<file path="src/rtl/ps2_pkg.sv">
// Shared PS/2 scan-code constants, key event payload and sequencer state encoding.
package ps2_pkg;

    localparam logic [7:0] SC_EXT = 8'hE0;
    localparam logic [7:0] SC_BRK = 8'hF0;

    typedef struct packed {
        logic       ext;
        logic       brk;
        logic [7:0] code;
    } key_event_t;

    typedef enum logic [1:0] {
        S_IDLE,
        S_EXT,
        S_BRK,
        S_EXT_BRK
    } state_t;

    // Keyboard status/ack bytes that never form part of a key event.
    function automatic logic is_sys_byte(input logic [7:0] b);
        case (b)
            8'h00, 8'hAA, 8'hE1, 8'hEE, 8'hFA,
            8'hFC, 8'hFD, 8'hFE, 8'hFF: return 1'b1;
            default:                    return 1'b0;
        endcase
    endfunction

endpackage

</file>
<file path="src/rtl/ps2_event_fifo.sv">
// Show-ahead synchronous FIFO; head word is always visible on o_rdata.
module ps2_event_fifo #(
    parameter int unsigned WIDTH = 10,
    parameter int unsigned DEPTH = 4
) (
    input  logic                     i_clk,
    input  logic                     i_rst,
    input  logic                     i_push,
    input  logic [WIDTH-1:0]         i_wdata,
    input  logic                     i_pop,
    output logic [WIDTH-1:0]         o_rdata,
    output logic                     o_full,
    output logic                     o_empty,
    output logic [$clog2(DEPTH):0]   o_count
);

    localparam int unsigned AW = $clog2(DEPTH);
    localparam int unsigned CW = AW + 1;

    logic [WIDTH-1:0] r_mem [DEPTH];
    logic [AW-1:0]    r_wr_ptr;
    logic [AW-1:0]    r_rd_ptr;
    logic [CW-1:0]    r_count;
    logic             w_do_push;
    logic             w_do_pop;

    assign o_empty   = (r_count == '0);
    assign o_full    = (r_count == CW'(DEPTH));
    assign w_do_pop  = i_pop && !o_empty;
    // A pop frees the slot the write lands in, so a full FIFO still accepts.
    assign w_do_push = i_push && (!o_full || w_do_pop);
    assign o_rdata   = r_mem[r_rd_ptr];
    assign o_count   = r_count;

    always_ff @(posedge i_clk or posedge i_rst) begin
        if (i_rst) begin
            for (int i = 0; i < int'(DEPTH); i++) begin
                r_mem[i] <= '0;
            end
            r_wr_ptr <= '0;
            r_rd_ptr <= '0;
            r_count  <= '0;
        end else begin
            if (w_do_push) begin
                r_mem[r_wr_ptr] <= i_wdata;
                r_wr_ptr        <= r_wr_ptr + AW'(1);
            end
            if (w_do_pop) begin
                r_rd_ptr <= r_rd_ptr + AW'(1);
            end
            case ({w_do_push, w_do_pop})
                2'b10:   r_count <= r_count + CW'(1);
                2'b01:   r_count <= r_count - CW'(1);
                default: r_count <= r_count;
            endcase
        end
    end

endmodule

</file>
<file path="src/rtl/ps2_key_sequencer.sv">
// Assembles PS/2 scan-code bytes into make/break key events (optionally E0-extended)
// and queues them in a small show-ahead event FIFO.
module ps2_key_sequencer
    import ps2_pkg::*;
#(
    parameter int unsigned TIMEOUT_CYCLES = 100000,
    parameter int unsigned FIFO_DEPTH     = 4
) (
    input  logic                          CLOCK_50,
    input  logic                          reset,
    input  logic                          rx_valid,
    input  logic [7:0]                    rx_data,
    input  logic                          rx_err,
    input  logic                          ev_pop,
    output logic                          ev_valid,
    output logic [7:0]                    ev_code,
    output logic                          ev_ext,
    output logic                          ev_break,
    output logic [$clog2(FIFO_DEPTH):0]   ev_count,
    output logic                          overflow,
    output logic                          seq_abort
);

    localparam int unsigned      CNT_W    = $clog2(TIMEOUT_CYCLES);
    localparam logic [CNT_W-1:0] CNT_LAST = CNT_W'(TIMEOUT_CYCLES - 1);

    state_t           r_state;
    state_t           w_state_nxt;
    logic [CNT_W-1:0] r_cnt;
    logic             r_seq_abort;
    logic             r_overflow;
    logic             w_drop;
    logic             w_timeout;
    logic             w_push;
    logic             w_abort;
    logic             w_full;
    logic             w_empty;
    key_event_t       w_push_ev;
    key_event_t       w_head;

    // Byte decode: a valid byte on the timeout cycle takes priority over the abort.
    always_comb begin
        w_state_nxt = r_state;
        w_push      = 1'b0;
        w_abort     = 1'b0;
        w_push_ev   = '{ext: 1'b0, brk: 1'b0, code: rx_data};
        w_drop      = rx_valid && (rx_err || is_sys_byte(rx_data));
        w_timeout   = (r_state != S_IDLE) && (r_cnt == CNT_LAST) && !rx_valid;

        if (w_drop) begin
            w_state_nxt = S_IDLE;
            w_abort     = (r_state != S_IDLE);
        end else if (rx_valid) begin
            case (r_state)
                S_IDLE: begin
                    if (rx_data == SC_EXT) begin
                        w_state_nxt = S_EXT;
                    end else if (rx_data == SC_BRK) begin
                        w_state_nxt = S_BRK;
                    end else begin
                        w_push = 1'b1;
                    end
                end
                S_EXT: begin
                    if (rx_data == SC_BRK) begin
                        w_state_nxt = S_EXT_BRK;
                    end else if (rx_data != SC_EXT) begin
                        w_push        = 1'b1;
                        w_push_ev.ext = 1'b1;
                        w_state_nxt   = S_IDLE;
                    end
                end
                S_BRK: begin
                    if (rx_data == SC_EXT) begin
                        w_abort     = 1'b1;
                        w_state_nxt = S_EXT;
                    end else if (rx_data != SC_BRK) begin
                        w_push        = 1'b1;
                        w_push_ev.brk = 1'b1;
                        w_state_nxt   = S_IDLE;
                    end
                end
                S_EXT_BRK: begin
                    w_state_nxt = S_IDLE;
                    if (rx_data == SC_EXT || rx_data == SC_BRK) begin
                        w_abort = 1'b1;
                    end else begin
                        w_push        = 1'b1;
                        w_push_ev.ext = 1'b1;
                        w_push_ev.brk = 1'b1;
                    end
                end
                default: w_state_nxt = S_IDLE;
            endcase
        end else if (w_timeout) begin
            w_state_nxt = S_IDLE;
            w_abort     = 1'b1;
        end
    end

    // Sequencer state, inter-byte timeout counter and status flags.
    always_ff @(posedge CLOCK_50 or posedge reset) begin
        if (reset) begin
            r_state     <= S_IDLE;
            r_cnt       <= '0;
            r_seq_abort <= 1'b0;
            r_overflow  <= 1'b0;
        end else begin
            r_state     <= w_state_nxt;
            r_seq_abort <= w_abort;
            if (rx_valid || w_timeout || r_state == S_IDLE) begin
                r_cnt <= '0;
            end else begin
                r_cnt <= r_cnt + CNT_W'(1);
            end
            if (w_push && w_full && !ev_pop) begin
                r_overflow <= 1'b1;
            end
        end
    end

    ps2_event_fifo #(
        .WIDTH ($bits(key_event_t)),
        .DEPTH (FIFO_DEPTH)
    ) u_event_fifo (
        .i_clk   (CLOCK_50),
        .i_rst   (reset),
        .i_push  (w_push),
        .i_wdata (w_push_ev),
        .i_pop   (ev_pop),
        .o_rdata (w_head),
        .o_full  (w_full),
        .o_empty (w_empty),
        .o_count (ev_count)
    );

    assign ev_valid  = !w_empty;
    assign ev_code   = w_head.code;
    assign ev_ext    = w_head.ext;
    assign ev_break  = w_head.brk;
    assign overflow  = r_overflow;
    assign seq_abort = r_seq_abort;

endmodule

</file>
<file path="config.mk">
export PLATFORM = sky130hd
export DESIGN_NAME = ps2_key_sequencer
export DESIGN_NICKNAME = d
export VERILOG_FILES = /design/src/rtl/ps2_pkg.sv /design/src/rtl/ps2_event_fifo.sv /design/src/rtl/ps2_key_sequencer.sv
export SDC_FILE = /design/constraint.sdc
export NUM_CORES = 1
export LEC_CHECK = 0
export CAP_MARGIN = 10
export CORE_MARGIN = 2
export CORE_UTILIZATION = 50
export DETAILED_ROUTE_END_ITERATION = 16
export HOLD_SLACK_MARGIN = 0.15
export PLACE_DENSITY = 0.71
export SYNTH_ARGS = -nofsm -noshare
export SYNTH_HDL_FRONTEND = slang
export SYNTH_SLANG_ARGS = --single-unit
</file>
<file path="constraint.sdc">
create_clock -name CLOCK_50 -period 3 [get_ports CLOCK_50]
set_input_delay 0.3 -clock CLOCK_50 [delete_from_list [all_inputs] [get_ports CLOCK_50]]
set_output_delay 0.3 -clock CLOCK_50 [all_outputs]
set_load 0.01 [all_outputs]
</file>
==> flow_summary_export.csv <==
group,metric,value,unit
critical_path,crit_path_end_kind,"register",
routing,wirelength,6127,um
placement,gp_congestion,0.7912,
floorplan,rows,29,
grt,grt_usage,18.55,%
placement,dp_cells,357,
grt,antenna_found_initial,0,
floorplan,core_area,0.006386,mm2
final_layout,area_growth,19.33,%
timing,whs,372.3,ps
critical_path,worstPathArrival,2840,ps
grt,grt_max_degree,40,
synth,async_reset_ff_share,100.0,%
routing,vias,2106,
critical_path,worstSetupPathType,"in -> reg",
synth,yosys_warnings,0,
clock_network,clk_pin_slew,80,ps
pwr,combPwrFrac,34.0,%
timing,skew,10.33,ps
synth,netlist_area,0.003308,mm2
pwr,power_switching,992.2,uW
timing,fin_ws,418.0,ps
timing,clock.fmax,0.3873,GHz
pwr,p_int,2395,uW
grt,first_global_vias,2049,
critical_path,rr_startpoint,"u_event_fifo.o_count[0]",
routing,routed_via_density,5.646,
final_layout,nNetsFinal,311,
critical_path,cp_max_fo,7,
floorplan,die_area,0.007283,mm2
timing,drv_slew,0,
clock_network,clockBufferDepth,2,
synth,synth_edf_count,0,
synth,ys_ff_latch,68,
pwr,irDropWorstVdd,0.5685,mV
clock_network,hold_buffers,0,
pwr,p_sw_share,29.30,%
pwr,power_density,858.0,mW/mm2
timing,setup_viol,0,
run,cap_violations,0,
run_status,status,"finished, final reports clean",
grt,grt_pass1_wl,10360,um
routing,route.detailed.wl_per_inst,16.43,um
timing,fin_crit,2582,ps
routing,drtPass1Iterations,4,
critical_path,cp-start-kind,"input pin",
synth,synthDistinctLibCells,42,
synth,syn_nets,272,
timing,tns,0,ps
clock_network,htree_levels,3,
synth,synth_seq_area_share,51.44,%
synth,synth_top_cell_by_area,"dfrtp_1",
final_layout,drive_gt1_share,24.66,%
routing,drtIter0Drc,160,
critical_path,crit_start,"rx_data[0]",
routing,ant_nets,0,
timing,worst_pin_slew,660.2,ps
timing,timing.slew.headroom,55.92,%
clock_network,clk_latency,340,ps
placement,hpwl,4126,um
clock_network,post_cts_buffers,0,
floorplan,start_util,51.80,%
floorplan,die_y,85.34,um
clock_network,cts_resized,0,
synth,synthCells,252,
grt,grt-ovfl-total,0,
pwr,p_seq_share,41.2,%
clock_network,root_buffer,"clkbuf_8",
timing,rsz0062_at_grt,"false",
clock_network,clock_sinks,68,
placement,detailedPlace.worstSlack,62.33,ps
final_layout,n_antenna_cell,0,
clock_network,cts_buffers,9,
pwr,clkPwrFrac,24.8,%
synth,netlist.area_leader.share,51.44,%
synth,avgSynthCellArea,13.13,um2
final_layout,instances_no_fill,373,
synth,synth-main-ff-cell,"dfrtp_1",
pwr,p_leak,0.001702,uW
clock_network,cts_tree,"done",
synth,yosys-top-cells-area,"dfrtp_1 (51%), mux2_2 (9.2%), mux4_2 (6.8%)",
timing,finalHoldViolations,0,
floorplan,io_pins,29,
floorplan,die_w,85.34,um
placement,portBuffers,28,
final_layout,final_cell_mix,"dfrtp_1 (68), clkdlybuf4s50_1 (28), mux2_2 (27)",
timing,timing.final.crit_share,86.07,%
min_path,min_path_type,"in -> async",
routing,drc,0,
final_layout,final_common_cell,"dfrtp_1",
critical_path,worst_ep_required_time,3260,ps
[stage by stage]
step           power (uW)  area, um2  util, %
2_1_floorplan        2106       3308        -
3_3_place_gp         2546       3725    58.33
3_5_place_dp         2582       3725    58.33
4_1_cts              3425       3948    61.81
5_1_grt              3587       3948    61.81
6_report             3387       3948    61.81
[per-layer routing]
layer  vias to the layer above  global-route usage, %  wire, um
li1                        987                      -         -
met5                         -                      0         0
met2                        48                  26.63      2850
met1                      1065                  27.84      2944
met4                         0                  6.926        68
met3                         6                  3.988       263
[critical path: stages]
cell             delay, ps
clkdlybuf4s50_1        520
or4_1                  590
nor2_1                 170
nor4b_2                 80
nand4_2                120
ha_1                   200
inv_1                   60
fa_1                   370
xor2_1                 150
nor2_1                 130
xor2_1                 150
[cell usage after synthesis, types with 2 or more instances]
cell	number
mux4_2	10
xnor2_1	8
dfrtp_1	68
clkbuf_1	3
nor2_1	24
inv_1	9
nand3_1	5
a31oi_1	2
nor4_1	3
xor2_1	13
a21oi_1	2
mux2_2	27
and2_1	3
and3_1	8
mux2_1	14
nor2b_1	3
nand3_4	4
or3_1	2
and4_1	2
ha_1	6
buf_2	3
nand2_1	8
o21ai_0	3
nand4_1	3
or4_1	2
[cells by family (layout without fill, tap and decap cells)]
| group | count (synthesis) | after routing | share of synthesized area (%) |
|---|---|---|---|
| and+or+nand+nor | 75 | 75 | 14.15 |
| DFF | 68 | 68 | 51.44 |
| muxes | 52 | 52 | 21.07 |
| xor gates and xnor gates | 21 | 21 | 5.560 |
| buffers and inverters | 17 | 61 | 2.193 |
| AOI/OAI and AO/OA | 12 | 12 | 2.723 |
| adders and majority gates | 7 | 7 | 2.874 |
[flip-flops by register name (all words and copies together) (netlist names)]
| name | cells |
|---|---|
| u_event_fifo.r_wr_ptr | 2 |
| r_state | 2 |
| seq_abort | 1 |
| u_event_fifo.o_count | 3 |
| overflow | 1 |
| r_cnt | 17 |
| u_event_fifo.r_mem | 40 |
| u_event_fifo.r_rd_ptr | 2 |
[power by group through the flow]
stage | clock network, uW | registers (uW) | logic (uW)
floorplan | 0 | 1330 | 772
global placement | 0 | 1400 | 1140
detailed placement | 0 | 1420 | 1170
CTS | 853 | 1400 | 1170
global route | 893 | 1440 | 1260
finish | 840 | 1400 | 1150
[layout make-up]
| cell class | instances | area, um2 |
|---|---|---|
| flip-flops and latches | 68 | 1702 |
| well taps | 77 | 96.34 |
| clock buffers | 9 | 123.9 |
| inverters | 9 | 33.78 |
| fillers | 509 | 2439 |
| clock inverters | 7 | 98.84 |
| multi-input cells | 167 | 1540 |
| repair buffers | 36 | 352.8 |
[worst paths after layout]
kind | end | slack [ps] | cells after the start
max in group asynchronous | r_cnt[15] | 2000 | 3
worst min-delay path | u_event_fifo.r_mem[20] | 370 | 2
worst max-delay path | u_event_fifo.o_count[2] | 420 | 11
min in group CLOCK_50 | r_cnt[0] | 470 | 1
worst min register to register | r_cnt[0] | 470 | 1
worst max register to register | u_event_fifo.o_count[2] | 580 | 8
No activity file was read; power rests on OpenSTA's default activity.
